File: src/rtl/load_unit.sv
// load_unit: sequential load path from the LSU issue stage to a word-wide
// data-memory port. A load issues one word read, or two when it straddles a
// word boundary. The returned beats are merged and shifted, then sign- or
// zero-extended per funct3. The result is handed back over a valid/ready
// handshake.
//
// Build option: LOAD_UNIT_MISALIGNED_SPLIT_EN
//   defined   - word-crossing loads are split into two reads and merged.
//   undefined - word-crossing loads fault without touching memory.
module load_unit #(
   parameter int unsigned XLEN   = 32,
   parameter int unsigned ADDR_W = 32,
   parameter int unsigned TAG_W  = 5
) (
   input  logic              clk,
   input  logic              rst,
   input  logic              req_valid,
   output logic              req_ready,
   input  logic [ADDR_W-1:0] req_addr,
   input  logic [2:0]        req_funct3,
   input  logic [TAG_W-1:0]  req_tag,
   output logic              mem_req,
   output logic [ADDR_W-1:0] mem_addr,
   input  logic              mem_gnt,
   input  logic              mem_rvalid,
   input  logic [XLEN-1:0]   mem_rdata,
   output logic              rsp_valid,
   output logic [XLEN-1:0]   rsp_data,
   output logic [TAG_W-1:0]  rsp_tag,
   output logic              rsp_fault,
   input  logic              rsp_ready
);

   localparam int unsigned BYTES = XLEN / 8;
   localparam int unsigned OFF_W = $clog2(BYTES);

`ifdef LOAD_UNIT_MISALIGNED_SPLIT_EN
   typedef enum logic [2:0] {IDLE, REQ0, WAIT0, REQ1, WAIT1, RESP} state_t;
`else
   typedef enum logic [2:0] {IDLE, REQ0, WAIT0, RESP} state_t;
`endif

   state_t           state;
   logic [OFF_W-1:0] off_q;
   logic [2:0]       funct3_q;
   logic [TAG_W-1:0] tag_q;

   logic [OFF_W-1:0] req_off;
   logic             req_fault;
   logic [XLEN-1:0]  data_single;

`ifdef LOAD_UNIT_MISALIGNED_SPLIT_EN
   logic [XLEN-1:0]  beat0_q;
   logic [XLEN-1:0]  data_pair;
   logic             cur_cross;
`else
   logic             req_cross;
`endif

   // Reserved funct3 encodings, plus the 64-bit loads on a 32-bit datapath.
   function automatic logic illegal_f3(input logic [2:0] f3);
      return (f3 == 3'b111) ||
             ((XLEN == 32) && ((f3 == 3'b011) || (f3 == 3'b110)));
   endfunction

   // True when the access spills past the end of the addressed word.
   function automatic logic crosses(input logic [OFF_W-1:0] off,
                                    input logic [2:0]       f3);
      int unsigned size_bytes;
      size_bytes = 32'd1 << f3[1:0];
      return (32'(off) + size_bytes) > BYTES;
   endfunction

   // Align the addressed bytes to bit 0, then sign- or zero-fill the upper part.
   function automatic logic [XLEN-1:0] extend(input logic [2*XLEN-1:0] combined,
                                              input logic [OFF_W-1:0]  off,
                                              input logic [2:0]        f3);
      logic [2*XLEN-1:0] shifted_full;
      logic [XLEN-1:0]   shifted;
      logic [XLEN-1:0]   result;
      logic              fill;
      int unsigned       nbits;
      shifted_full = combined >> {off, 3'b000};
      shifted      = shifted_full[XLEN-1:0];
      case (f3[1:0])
         2'd0:    begin nbits = 8;    fill = shifted[7];      end
         2'd1:    begin nbits = 16;   fill = shifted[15];     end
         2'd2:    begin nbits = 32;   fill = shifted[31];     end
         default: begin nbits = XLEN; fill = shifted[XLEN-1]; end
      endcase
      fill = fill & ~f3[2];
      for (int unsigned i = 0; i < XLEN; i++) begin
         result[i] = (i < nbits) ? shifted[i] : fill;
      end
      return result;
   endfunction

   // Request decode and result formatting, ahead of the state register.
   assign req_ready   = (state == IDLE);
   assign req_off     = req_addr[OFF_W-1:0];
   assign data_single = extend({{XLEN{1'b0}}, mem_rdata}, off_q, funct3_q);
`ifdef LOAD_UNIT_MISALIGNED_SPLIT_EN
   assign req_fault   = illegal_f3(req_funct3);
   assign cur_cross   = crosses(off_q, funct3_q);
   assign data_pair   = extend({mem_rdata, beat0_q}, off_q, funct3_q);
`else
   assign req_cross   = crosses(req_off, req_funct3);
   assign req_fault   = illegal_f3(req_funct3) || req_cross;
`endif

   // Load sequencer: memory handshakes, beat capture and registered response.
   always_ff @(posedge clk) begin
      if (rst) begin
         state     <= IDLE;
         mem_req   <= 1'b0;
         mem_addr  <= '0;
         rsp_valid <= 1'b0;
         rsp_data  <= '0;
         rsp_tag   <= '0;
         rsp_fault <= 1'b0;
         off_q     <= '0;
         funct3_q  <= '0;
         tag_q     <= '0;
`ifdef LOAD_UNIT_MISALIGNED_SPLIT_EN
         beat0_q   <= '0;
`endif
      end else begin
         case (state)
            IDLE: begin
               if (req_valid) begin
                  off_q    <= req_off;
                  funct3_q <= req_funct3;
                  tag_q    <= req_tag;
                  if (req_fault) begin
                     state     <= RESP;
                     rsp_valid <= 1'b1;
                     rsp_data  <= '0;
                     rsp_tag   <= req_tag;
                     rsp_fault <= 1'b1;
                  end else begin
                     state    <= REQ0;
                     mem_req  <= 1'b1;
                     mem_addr <= {req_addr[ADDR_W-1:OFF_W], {OFF_W{1'b0}}};
                  end
               end
            end
            REQ0: begin
               if (mem_gnt) begin
                  state   <= WAIT0;
                  mem_req <= 1'b0;
               end
            end
            WAIT0: begin
               if (mem_rvalid) begin
`ifdef LOAD_UNIT_MISALIGNED_SPLIT_EN
                  beat0_q <= mem_rdata;
                  if (cur_cross) begin
                     state    <= REQ1;
                     mem_req  <= 1'b1;
                     mem_addr <= mem_addr + ADDR_W'(BYTES);
                  end else begin
                     state     <= RESP;
                     rsp_valid <= 1'b1;
                     rsp_data  <= data_single;
                     rsp_tag   <= tag_q;
                     rsp_fault <= 1'b0;
                  end
`else
                  state     <= RESP;
                  rsp_valid <= 1'b1;
                  rsp_data  <= data_single;
                  rsp_tag   <= tag_q;
                  rsp_fault <= 1'b0;
`endif
               end
            end
`ifdef LOAD_UNIT_MISALIGNED_SPLIT_EN
            REQ1: begin
               if (mem_gnt) begin
                  state   <= WAIT1;
                  mem_req <= 1'b0;
               end
            end
            WAIT1: begin
               if (mem_rvalid) begin
                  state     <= RESP;
                  rsp_valid <= 1'b1;
                  rsp_data  <= data_pair;
                  rsp_tag   <= tag_q;
                  rsp_fault <= 1'b0;
               end
            end
`endif
            RESP: begin
               if (rsp_ready) begin
                  state     <= IDLE;
                  rsp_valid <= 1'b0;
               end
            end
            default: begin
               state <= IDLE;
            end
         endcase
      end
   end

endmodule
File: config.mk
export PLATFORM = sky130hd
export DESIGN_NAME = load_unit
export DESIGN_NICKNAME = d
export VERILOG_FILES = /design/src/rtl/load_unit.sv
export SDC_FILE = /design/constraint.sdc
export NUM_CORES = 1
export LEC_CHECK = 0
export CAP_MARGIN = 20
export CORE_UTILIZATION = 46
export DETAILED_ROUTE_END_ITERATION = 16
export GPL_TIMING_DRIVEN = 0
export PLACE_DENSITY_LB_ADDON = 0.25
export SYNTH_ARGS = -nofsm -noshare
export SYNTH_HDL_FRONTEND = slang
export SYNTH_SLANG_ARGS = --single-unit
File: constraint.sdc
create_clock -name clk -period 6.08 [get_ports clk]
set_clock_uncertainty 0.2 [all_clocks]
set_input_delay 0.608 -clock clk [delete_from_list [all_inputs] [get_ports clk]]
set_output_delay 0.608 -clock clk [all_outputs]
set_load 0.01 [all_outputs]
==> results of run 1 <==
[area by class of cell]
cell class                      instances  area (µm²)
Fill cell                             614        2180
Inverter                                9        33.8
Clock buffer                           10         138
Tap cell                              102         128
Timing Repair Buffer                  147        1470
Sequential cell                        82        1640
Buffer                                 30         138
Multi-Input combinational cell        299        1880
Clock inverter                          6         113
[kinds of logic after synthesis]
| kind of cell | Yosys count | share of synthesized area |
|---|---|---|
| other | 1 | 0.00102 |
| AOI/OAI and AO/OA | 119 | 0.223 |
| adders and majority gates | 10 | 0.0359 |
| xor gates and xnor gates | 1 | 0.00237 |
| DFF | 82 | 0.444 |
| buffers and inverters | 39 | 0.0464 |
| muxes | 32 | 0.0965 |
| and+or+nand+nor | 135 | 0.151 |
[worst paths after layout]
| path | start | endpoint | slack [ns] |
|---|---|---|---|
| worst max-delay path | req_funct3[1] | mem_addr[11] | 2.40 |
| worst min-delay path | mem_addr[28] | mem_addr[28] | 0.26 |
| worst min register to register | mem_addr[28] | mem_addr[28] | 0.26 |
| worst max register to register | funct3_q[0] | rsp_data[22] | 3.25 |
[power breakdown]
part	internal [W]	switching [W]
clock network	0.000286	0.000203
registers	0.000607	0.0000427
logic	0.000300	0.000345
[synthesized netlist by cell type, types with 2 or more instances]
library cell                number  area share
sky130_fd_sc_hd__nand2_1       103        0.10
sky130_fd_sc_hd__o31a_1          2      0.0047
sky130_fd_sc_hd__o21ai_0         9       0.012
sky130_fd_sc_hd__buf_6           2      0.0061
sky130_fd_sc_hd__a211oi_1        8       0.016
sky130_fd_sc_hd__o2bb2ai_1       9       0.021
sky130_fd_sc_hd__ha_1            9       0.030
sky130_fd_sc_hd__a22o_1         15       0.036
sky130_fd_sc_hd__nor2_1         14       0.014
sky130_fd_sc_hd__mux2i_1        21       0.057
sky130_fd_sc_hd__or3_1           3      0.0051
sky130_fd_sc_hd__dfxtp_1        82        0.44
sky130_fd_sc_hd__inv_1           9      0.0091
sky130_fd_sc_hd__clkbuf_1       24       0.024
sky130_fd_sc_hd__buf_2           2      0.0027
sky130_fd_sc_hd__nor2b_1         3      0.0051
sky130_fd_sc_hd__buf_4           2      0.0041
sky130_fd_sc_hd__mux2_1          3      0.0091
sky130_fd_sc_hd__and2_1          2      0.0034
sky130_fd_sc_hd__mux2_2          4       0.012
sky130_fd_sc_hd__nand2b_1        4      0.0068
sky130_fd_sc_hd__mux2_4          3       0.012
sky130_fd_sc_hd__o211ai_1        7       0.014
sky130_fd_sc_hd__a221o_1         8       0.022
sky130_fd_sc_hd__nor3_1          3      0.0041
sky130_fd_sc_hd__a21oi_1        52       0.070
[routing by layer]
| layer | up-vias | GRT usage |
|---|---|---|
| met5 | - | 0 |
| met4 | 0 | 0.0992 |
| met3 | 20 | 0.0863 |
| met2 | 136 | 0.421 |
| met1 | 1669 | 0.302 |
| li1 | 1783 | - |
[state kept, by name, summed over array words and instances, names as in the netlist]
name	count
rsp_fault	1
rsp_valid	1
state	2
rsp_tag	5
mem_req	1
off_q	2
funct3_q	3
tag_q	5
rsp_data	32
mem_addr	30
[metrics by stage]
stage          total power, W  instances
3_3_place_gp          0.00129        669
4_1_cts               0.00179        685
2_1_floorplan         0.00104        420
3_5_place_dp          0.00130        669
6_report              0.00178        685
5_1_grt               0.00189        685
[worst max-delay path, delay by kind of cell]
family                     cells  cell delay, ns
AOI/OAI and AO/OA              3            1.16
adders and majority gates      1            0.27
buffers and inverters          4            1.12
and+or+nand+nor                3            0.60
[layout by cell type, fill, tap and decap left out, types with 3 or more instances in the layout]
| cell | count |
|---|---|
| sky130_fd_sc_hd__a22o_1 | 15 |
| sky130_fd_sc_hd__nor2_1 | 14 |
| sky130_fd_sc_hd__nand2b_1 | 4 |
| sky130_fd_sc_hd__o2bb2ai_1 | 9 |
| sky130_fd_sc_hd__clkbuf_1 | 24 |
| sky130_fd_sc_hd__a21oi_1 | 52 |
| sky130_fd_sc_hd__mux2_2 | 4 |
| sky130_fd_sc_hd__clkbuf_8 | 10 |
| sky130_fd_sc_hd__or3_1 | 3 |
| sky130_fd_sc_hd__o211ai_1 | 7 |
| sky130_fd_sc_hd__inv_1 | 9 |
| sky130_fd_sc_hd__ha_1 | 9 |
| sky130_fd_sc_hd__clkdlybuf4s50_1 | 147 |
| sky130_fd_sc_hd__dfxtp_1 | 82 |
| sky130_fd_sc_hd__a211oi_1 | 8 |
| sky130_fd_sc_hd__nor2b_1 | 3 |
| sky130_fd_sc_hd__bufinv_16 | 3 |
| sky130_fd_sc_hd__mux2_1 | 3 |
| sky130_fd_sc_hd__nand2_1 | 103 |
| sky130_fd_sc_hd__mux2_4 | 3 |
| sky130_fd_sc_hd__mux2i_1 | 21 |
| sky130_fd_sc_hd__nor3_1 | 3 |
| sky130_fd_sc_hd__a221o_1 | 8 |
| sky130_fd_sc_hd__o21ai_0 | 9 |
==> out/summary.txt, run 1 <==
==========================================================================================
Number of max-slew violations in the final report                                        0
Half-perimeter wire length after detailed placement                                7.80 mm
Wire length the detailed router placed on met1                                     4.30 mm
Die Wd                                                                             91.6 µm
Cells on Worst Hold Path                                                                 2
Vias in the first global route                                                        3584
Sequential element share of the synthesized area                                     0.444
Clock edge transition at the registers on the reported setup and hold paths        0.09 ns
Via Count                                                                             3608
Clock Sinks                                                                             82
Post CTS Setup Buffer Count                                                              0
Met3 Wirelength                                                                     878 µm
Overall die height                                                                 91.6 µm
First-pass detailed-route iteration total                                                4
Outcome                                                                       finished clean
List of cells traversed by the critical path                                  clkdlybuf4s50_1 > inv_1 > nand2_1 > inv_1 > ha_1 > a2111oi_0 > o22ai_1 > nor2_1 > clkbuf_1 > nand2_1 > a21oi_1
Slowest Stage Delay on Critical Path                                               0.75 ns
CP startpoint kind                                                               input pin
Netlist cell types                                                                      42
Pin count of the biggest net entering global routing                                    15
Final setup margin                                                                 2.40 ns
Iter 0 DRT Violations                                                                  182
Gate count after technology mapping                                                    419
Post-detailed-route via-to-cell ratio                                                 5.27
Top routing layer used                                                                met4
Area of placed instances                                                          5300 µm²
TritonCTS clock tree                                                                   yes
Pin slew with the least headroom to its limit                                     0.904 ns
CTS root buf                                                                  sky130_fd_sc_hd__clkbuf_8
Fraction of final layout cells sized beyond drive strength 1                        0.0566
Post-synthesis instance area                                                      3690 µm²
Worst-case setup slack after placement                                             2.10 ns
Detailed-routed wire length on met2                                                4.81 mm
Hold crit path type                                                           flop to flop
Row count                                                                               32
Crit-path max FO                                                                        10
Inserted Clock Buffers                                                                   9
IR Drop Worst-Case VDD                                                              173 µV
Kind of critical path                                                         input pin to flop
Clk_lat worst skew                                                                 0.35 ns
Setup Viol. Count Final                                                                  0
Weighted congestion at the end of routability-driven global placement                0.847
Post-Route Hold Slack                                                             0.260 ns
Avg WL per Cell                                                                    14.9 µm
Fraction of the core area covered by cells at the end of the flow                    0.718
Number of I/O port buffers                                                             147
Maximum clock path buffer count                                                          2
Total length of routed wires                                                       10.2 mm
Accumulated negative setup slack                                                      0 ns
Count of final hold-check violations                                                     0
Reg2reg path depth                                                                       7
Async set-reset flop share out of synthesis                                              0
Synth Flop Type                                                               sky130_fd_sc_hd__dfxtp_1
Overall track demand over capacity in global routing                                 0.254
Hold buffer count at cts                                                                 0
Number of antenna violations at the first check in global routing                        0
Number of DRC violations after detailed routing                                          0
Final antenna diode count                                                                0
Fin crit period                                                                    3.68 ns
Period utilisation layout                                                            0.606
Maximum level of the CTS H-tree                                                          3
Static Leakage                                                                     1.99 nW
Antenna Violating Nets Remaining                                                         0
Highest achievable clock rate                                                      272 MHz
Post-Synthesis Mean Instance Area                                                 8.82 µm²
Setup repair after global routing missed its margin                                  false
Number of flops mapped to enable cells by yosys                                          0
Crit end category                                                                     flop
Synth warnings                                                                           0
Placeable core area                                                               7730 µm²
Required time of the critical path                                                 6.16 ns
Power per cell area                                                             322 nW/µm²
Signed area change from the synthesized netlist to the final layout                  50.2%
Slowest cell on crit path                                                     sky130_fd_sc_hd__a2111oi_0
Max-Slew Margin vs Limit                                                             0.393
Worst endpoint data arrival time                                                   3.77 ns
Final cell area excluding filler cells                                            5550 µm²
First-pass GRT wire length                                                         16.8 mm
Num ports                                                                              151
Remaining Overflow, GRT                                                                  0
Initial core utilization                                                             0.478
Maximum capacitance violations                                                           0
Area of the die                                                                   8390 µm²
Synthesized flop and latch total                                                        82
Number of nets in the finished design                                                  666
Post-CTS Resized                                                                         0
==========================================================================================
(Power assumes the default switching activity.)
==> run 2: changes to the inputs <==
--- a/config.mk
+++ b/config.mk
@@ -6,7 +6,7 @@
 export NUM_CORES = 1
 export LEC_CHECK = 0
 export CAP_MARGIN = 20
-export CORE_UTILIZATION = 46
+export CORE_UTILIZATION = 39
 export DETAILED_ROUTE_END_ITERATION = 16
 export GPL_TIMING_DRIVEN = 0
 export PLACE_DENSITY_LB_ADDON = 0.25
==> constraint.sdc (replaced) <==
create_clock -name clk -period 3.03 [get_ports clk]
set_clock_uncertainty 0.2 [all_clocks]
set_input_delay 0.303 -clock clk [delete_from_list [all_inputs] [get_ports clk]]
set_output_delay 0.303 -clock clk [all_outputs]
set_load 0.01 [all_outputs]
==> out/summary.txt, run 2 (synthesis gave the netlist of run 1 again) <==
==========================================================================================
Slowest Stage Delay on Critical Path                                               0.55 ns   was 0.75 ns
Area used by multi-input combinational logic                                      1940 µm²   was 1880 µm²
Post-detailed-route via-to-cell ratio                                                 5.15   was 5.27
CTS root buf                                                                  sky130_fd_sc_hd__clkbuf_8   unchanged
Clock Sinks                                                                             82   unchanged
Fraction of final layout cells sized beyond drive strength 1                        0.0881   was 0.0566
Accumulated negative setup slack                                                      0 ns   unchanged
Period utilisation layout                                                            0.963
Crit end category                                                                     flop   unchanged
Clk_lat worst skew                                                                 0.35 ns   about the same
Register Area                                                                     1640 µm²   unchanged
Die Wd                                                                             99.3 µm   was 91.6 µm
First-pass GRT wire length                                                         17.0 mm   was 16.8 mm
Buffer and inverter count on the worst path                                              4   unchanged
Fin crit period                                                                    2.92 ns
Clock power share                                                                    0.207   was 0.274
Post-Route Hold Slack                                                             0.115 ns   was 0.260 ns
Number of DRC violations after detailed routing                                          0   unchanged
Iter 0 DRT Violations                                                                  139   was 182
Number of I/O port buffers                                                             147   unchanged
Half-perimeter wire length after detailed placement                                8.12 mm   was 7.80 mm
Slowest cell on crit path                                                     sky130_fd_sc_hd__clkdlybuf4s50_1   was sky130_fd_sc_hd__a2111oi_0
Total length of routed wires                                                       10.6 mm   was 10.2 mm
Final antenna diode count                                                                0   unchanged
Outcome                                                                       finished clean   unchanged
Static Leakage                                                                     2.04 nW   was 1.99 nW
CP startpoint kind                                                               input pin   unchanged
Number of nets in the finished design                                                  673   was 666
Count of final hold-check violations                                                     0   unchanged
Minimum setup slack among reg-to-reg paths                                         0.36 ns   was 3.25 ns
Avg WL per Cell                                                                    15.2 µm   was 14.9 µm
GR peak layer                                                                         met2   unchanged
Routing usage on met2                                                                0.366   was 0.421
M1 GR Usage                                                                          0.270   was 0.302
M3 GR Usage                                                                         0.0639   was 0.0863
Setup repair after global routing missed its margin                                  false   unchanged
List of cells traversed by the critical path                                  clkdlybuf4s50_1 > ha_4 > inv_1 > fa_1 > nor2b_1 > o31a_1 > a211o_1 > buf_4 > a2111oi_4 > buf_6 > a221o_1   was clkdlybuf4s50_1 > inv_1 > nand2_1 > inv_1 > ha_1 > a2111oi_0 > o22ai_1 > nor2_1 > clkbuf_1 > nand2_1 > a21oi_1
Reg power frac                                                                       0.388   was 0.364
First-pass detailed-route iteration total                                                4   unchanged
Internal                                                                         0.00217 W   was 0.00119 W
Inserted Clock Buffers                                                                   9   unchanged
CP delay by family, top                                                       compound AO/OA/AOI/OAI gates   unchanged
Placed cell count                                                                      678   was 669
Number of antenna violations at the first check in global routing                        0   unchanged
Row count                                                                               35   was 32
Required time of the critical path                                                 3.12 ns   was 6.16 ns
Signed area change from the synthesized netlist to the final layout                  51.8%   was 50.2%
Weighted congestion at the end of routability-driven global placement                0.835   was 0.847
Kind of critical path                                                         input pin to flop   unchanged
Initial core utilization                                                             0.402   was 0.478
Commonest cells after routing, fill and taps aside                            145 x sky130_fd_sc_hd__clkdlybuf4s50_1, 103 x sky130_fd_sc_hd__nand2_1, 82 x sky130_fd_sc_hd__dfxtp_1, 52 x sky130_fd_sc_hd__a21oi_1, 21 x sky130_fd_sc_hd__mux2i_1   was 147 x sky130_fd_sc_hd__clkdlybuf4s50_1, 103 x sky130_fd_sc_hd__nand2_1, 82 x sky130_fd_sc_hd__dfxtp_1, 52 x sky130_fd_sc_hd__a21oi_1, 24 x sky130_fd_sc_hd__clkbuf_1
Placeable core area                                                               9200 µm²   was 7730 µm²
Biggest regs                                                                  rsp_data x32, mem_addr x30   unchanged
Maximum level of the CTS H-tree                                                          3   unchanged
Post-route non-filler standard cell count                                              701   was 685
Vias in the first global route                                                        3419   was 3584
Highest achievable clock rate                                                      343 MHz
Maximum capacitance violations                                                           0   unchanged
TritonCTS clock tree                                                                   yes   unchanged
Remaining Overflow, GRT                                                                  0   unchanged
Overall track demand over capacity in global routing                                 0.219   was 0.254
Power per cell area                                                             602 nW/µm²   was 322 nW/µm²
Num ports                                                                              151   unchanged
Fillcell total                                                                         820   was 614
Hold buffer count at cts                                                                 0   unchanged
Flip-flop count of the largest register, all copies and words added                     32   unchanged
Antenna Violating Nets Remaining                                                         0   unchanged
Pin count of the biggest net entering global routing                                    14   was 15
Crit-path max FO                                                                        10   unchanged
Clock edge transition at the registers on the reported setup and hold paths        0.08 ns   was 0.09 ns
Portion of total power attributed to combinational logic                             0.405   was 0.362
Worst endpoint data arrival time                                                   3.01 ns   was 3.77 ns
Fraction of the core area covered by cells at the end of the flow                    0.610   was 0.718
Pin slew with the least headroom to its limit                                     0.557 ns   was 0.904 ns
Number of max-slew violations in the final report                                        0   unchanged
Setup Viol. Count Final                                                                  0   unchanged
Hold crit path type                                                           input pin to flop   was flop to flop
Overall die height                                                                 99.3 µm   was 91.6 µm
IR Drop Worst-Case VDD                                                              268 µV   was 173 µV
Area of the die                                                                   9860 µm²   was 8390 µm²
Via Count                                                                             3608   unchanged
Commonest non-fill, non-tap cell in the layout                                sky130_fd_sc_hd__clkdlybuf4s50_1   unchanged
Switching share of power                                                             0.356   was 0.331
Reported net switching power                                                     0.00120 W   was 0.000591 W
Max-Slew Margin vs Limit                                                             0.629   was 0.393
Maximum clock path buffer count                                                          2   unchanged
Largest Register                                                                  rsp_data   unchanged
==========================================================================================
==> run 2: repair_timing <==
action | 4_1_cts | 5_1_grt
pin swaps | 2 | 2
gates resized for setup | 9 | 15
setup endpoints to repair | 63 | 68
setup buffers | 4 | 3
==> run 2: stage by stage <==
stage,instance area [µm²],setup WS [ns],total power (W)
after floorplan,3700,0.357,0.00209
after global placement,5310,-0.517,0.00259
after detailed placement,5310,-0.764,0.00263
after global routing,5610,0.0282,0.00361
final,5610,0.111,0.00337
after CTS,5530,-0.0471,0.00337
==> run 2: final timing paths <==
kind | start | to | cells after the start
max | req_addr[0] | rsp_data[21] | 11
min | req_funct3[1] | funct3_q[1] | 3
max reg2reg | state[0] | rsp_data[21] | 9
min reg2reg | mem_addr[15] | mem_addr[15] | 2
==> run 2: worst reg2reg max path: stages (launching register included) <==
cell and delay [ns]:
sky130_fd_sc_hd__dfxtp_1 0.38, sky130_fd_sc_hd__inv_1 0.11, sky130_fd_sc_hd__ha_1 0.15, sky130_fd_sc_hd__clkbuf_1 0.40, sky130_fd_sc_hd__nand2_1 0.30, sky130_fd_sc_hd__a211o_1 0.34
sky130_fd_sc_hd__buf_4 0.18, sky130_fd_sc_hd__a2111oi_4 0.28, sky130_fd_sc_hd__buf_6 0.18, sky130_fd_sc_hd__a221o_1 0.11
==> run 2: per-layer routing <==
metal	vias to the layer above	wire length, µm
met5	-	0
met4	0	135
met3	13	831
met2	127	5050
met1	1668	4610
li1	1800	-
==> run 2: power by group through the flow <==
stage | Clock, W | Combinational (W) | Sequential (W)
finish | 0.000699 | 0.00137 | 0.00131
global route | 0.000780 | 0.00150 | 0.00133
CTS | 0.000718 | 0.00134 | 0.00131
detailed placement | 0 | 0.00130 | 0.00133
global placement | 0 | 0.00127 | 0.00133
floorplan | 0 | 0.000726 | 0.00137
==> run 2: final cells by class <==
class                      instances  share of cell area
multi-input combinational        299               0.347
clock inverter                     6             0.00580
buffer                            30              0.0263
clock buffer                      10              0.0246
tap                              111              0.0248
sequential                        82               0.293
timing repair buffer             154               0.273
inverter                           9             0.00603
==> run 3: changes to the inputs <==
--- a/config.mk
+++ b/config.mk
@@ -8,7 +8,7 @@
 export CAP_MARGIN = 20
 export CORE_UTILIZATION = 39
 export DETAILED_ROUTE_END_ITERATION = 16
-export GPL_TIMING_DRIVEN = 0
+export HOLD_SLACK_MARGIN = 0.08
 export PLACE_DENSITY_LB_ADDON = 0.25
 export SYNTH_ARGS = -nofsm -noshare
 export SYNTH_HDL_FRONTEND = slang
==> out/summary.txt, run 3 (synthesis gave the netlist of run 1 again) <==
==========================================================================================
Number of antenna violations at the first check in global routing                        0   unchanged
Iter 0 DRT Violations                                                                  100   was 139
Required time of the critical path                                                 3.12 ns   about the same
Inserted Clock Buffers                                                                   9   unchanged
Hold crit path type                                                           flop to flop   was input pin to flop
CP startpoint kind                                                               input pin   unchanged
Fin crit period                                                                    2.91 ns   was 2.92 ns
First-pass detailed-route iteration total                                                4   unchanged
Setup repair after global routing missed its margin                                  false   unchanged
Pin count of the biggest net entering global routing                                    46   was 14
Num ports                                                                              151   unchanged
Period utilisation layout                                                            0.962   was 0.963
Accumulated negative setup slack                                                      0 ns   unchanged
Via Count                                                                             3545   was 3608
Maximum level of the CTS H-tree                                                          3   unchanged
Number of DRC violations after detailed routing                                          0   unchanged
First-pass GRT wire length                                                         16.6 mm   was 17.0 mm
Clock Sinks                                                                             82   unchanged
Fillcell total                                                                         830   was 820
Remaining Overflow, GRT                                                                  0   unchanged
Number of max-slew violations in the final report                                        0   unchanged
Post-detailed-route via-to-cell ratio                                                 5.15   about the same
Pin slew with the least headroom to its limit                                     0.517 ns   was 0.557 ns
Clk_lat worst skew                                                                 0.34 ns   was 0.35 ns
Max-Slew Margin vs Limit                                                             0.655   was 0.629
Largest Register                                                                  rsp_data   unchanged
Overall track demand over capacity in global routing                                 0.212   was 0.219
Highest achievable clock rate                                                      343 MHz   about the same
Crit end category                                                                     flop   unchanged
Placeable core area                                                               9200 µm²   unchanged
Initial core utilization                                                             0.402   unchanged
Maximum clock path buffer count                                                          2   unchanged
Overall die height                                                                 99.3 µm   unchanged
Crit-path max FO                                                                         8   was 10
Slowest cell on crit path                                                     sky130_fd_sc_hd__clkdlybuf4s50_1   unchanged
List of cells traversed by the critical path                                  clkdlybuf4s50_1 > nor2_1 > ha_1 > inv_1 > fa_1 > nor2b_1 > o31a_1 > a211o_1 > a2111oi_4 > buf_4 > a221o_1   was clkdlybuf4s50_1 > ha_4 > inv_1 > fa_1 > nor2b_1 > o31a_1 > a211o_1 > buf_4 > a2111oi_4 > buf_6 > a221o_1
CTS root buf                                                                  sky130_fd_sc_hd__clkbuf_8   unchanged
Slowest Stage Delay on Critical Path                                               0.52 ns   was 0.55 ns
Count of final hold-check violations                                                     0   unchanged
Half-perimeter wire length after detailed placement                                7.64 mm   was 8.12 mm
Clock edge transition at the registers on the reported setup and hold paths        0.08 ns   about the same
Number of I/O port buffers                                                             148   was 147
Commonest cells after routing, fill and taps aside                            147 x sky130_fd_sc_hd__clkdlybuf4s50_1, 103 x sky130_fd_sc_hd__nand2_1, 82 x sky130_fd_sc_hd__dfxtp_1, 52 x sky130_fd_sc_hd__a21oi_1, 21 x sky130_fd_sc_hd__mux2i_1   was 145 x sky130_fd_sc_hd__clkdlybuf4s50_1, 103 x sky130_fd_sc_hd__nand2_1, 82 x sky130_fd_sc_hd__dfxtp_1, 52 x sky130_fd_sc_hd__a21oi_1, 21 x sky130_fd_sc_hd__mux2i_1
Setup Viol. Count Final                                                                  0   unchanged
Row count                                                                               35   unchanged
Weighted congestion at the end of routability-driven global placement                0.824   was 0.835
Area of the die                                                                   9860 µm²   unchanged
Signed area change from the synthesized netlist to the final layout                  52.3%   was 51.8%
Antenna Violating Nets Remaining                                                         0   unchanged
Vias in the first global route                                                        3439   was 3419
Total length of routed wires                                                       10.2 mm   was 10.6 mm
IR Drop Worst-Case VDD                                                              300 µV   was 268 µV
Worst endpoint data arrival time                                                   3.00 ns   was 3.01 ns
Total power                                                                      0.00355 W   was 0.00337 W
Power per cell area                                                             631 nW/µm²   was 602 nW/µm²
Fraction of final layout cells sized beyond drive strength 1                        0.0919   was 0.0881
Number of nets in the finished design                                                  660   was 673
Maximum capacitance violations                                                           0   unchanged
Flip-flop count of the largest register, all copies and words added                     32   unchanged
Outcome                                                                       finished clean   unchanged
Avg WL per Cell                                                                    14.8 µm   was 15.2 µm
TritonCTS clock tree                                                                   yes   unchanged
Biggest regs                                                                  rsp_data x32, mem_addr x30   unchanged
Kind of critical path                                                         input pin to flop   unchanged
Final antenna diode count                                                                0   unchanged
Die Wd                                                                             99.3 µm   unchanged
Static Leakage                                                                     2.05 nW   was 2.04 nW
Commonest non-fill, non-tap cell in the layout                                sky130_fd_sc_hd__clkdlybuf4s50_1   unchanged
==========================================================================================
run 3: through the flow:
step	hold WS, ns	cell area (µm²)	std cells	util	setup WS (ns)
6_report	0.255	5630	688	0.612	0.115
2_1_floorplan	0.219	3700	420	-	0.357
5_1_grt	0.275	5630	688	0.612	0.00570
3_5_place_dp	0.246	5380	670	0.584	-0.433
4_1_cts	0.257	5620	687	0.611	0.0987
3_3_place_gp	0.241	5380	670	0.584	-0.305
run 3: final cells by class:
class | instances | area (µm²) | area share
multi-input combinational | 299 | 1890 | 0.337
timing repair buffer | 171 | 1690 | 0.300
sequential | 82 | 1640 | 0.292
tap | 111 | 139 | 0.0247
clock buffer | 10 | 138 | 0.0245
clock inverter | 6 | 90.1 | 0.0160
inverter | 9 | 33.8 | 0.00601
run 3: report_power, final:
part	switching (W)	leakage, nW	internal, W
clock network	0.000399	0.112	0.000488
registers	0.0000931	0.667	0.00122
logic	0.000695	1.27	0.000655
run 3: per-layer routing:
layer  global-route usage  part of all wire  routed length (µm)  vias to the layer above
met5                    0                 0                   0                        -
met4               0.0690             0.013                 131                        0
met3               0.0668             0.081                 826                        9
met2                0.350              0.46                4680                      129
met1                0.263              0.45                4560                     1637
li1                     -                 -                   -                     1770
run 3: final timing paths:
kind,from,end,slack (ns),depth (start not counted)
worst max-delay path,req_funct3[1],rsp_data[21],0.12,11
worst max register to register,off_q[0],rsp_data[15],0.47,6
worst min register to register,mem_addr[6],mem_addr[6],0.26,2
worst min-delay path,mem_addr[6],mem_addr[6],0.26,2
run 3: what timing repair did:
action | CTS | global route
setup buffers | 0 | 1
setup endpoints to repair | 8 | 8
resized for setup | 1 | 0
hold buffers | 1 | 0
hold endpoints to repair | 1 | 0
pin swaps | 0 | 1
run 3: worst max-delay path, delay by kind of cell:
family,cells,cell delay [ns]
AOI/OAI and AO/OA,4,1.08
buffers and inverters,3,0.79
adders and majority gates,2,0.59
and+or+nand+nor,2,0.23
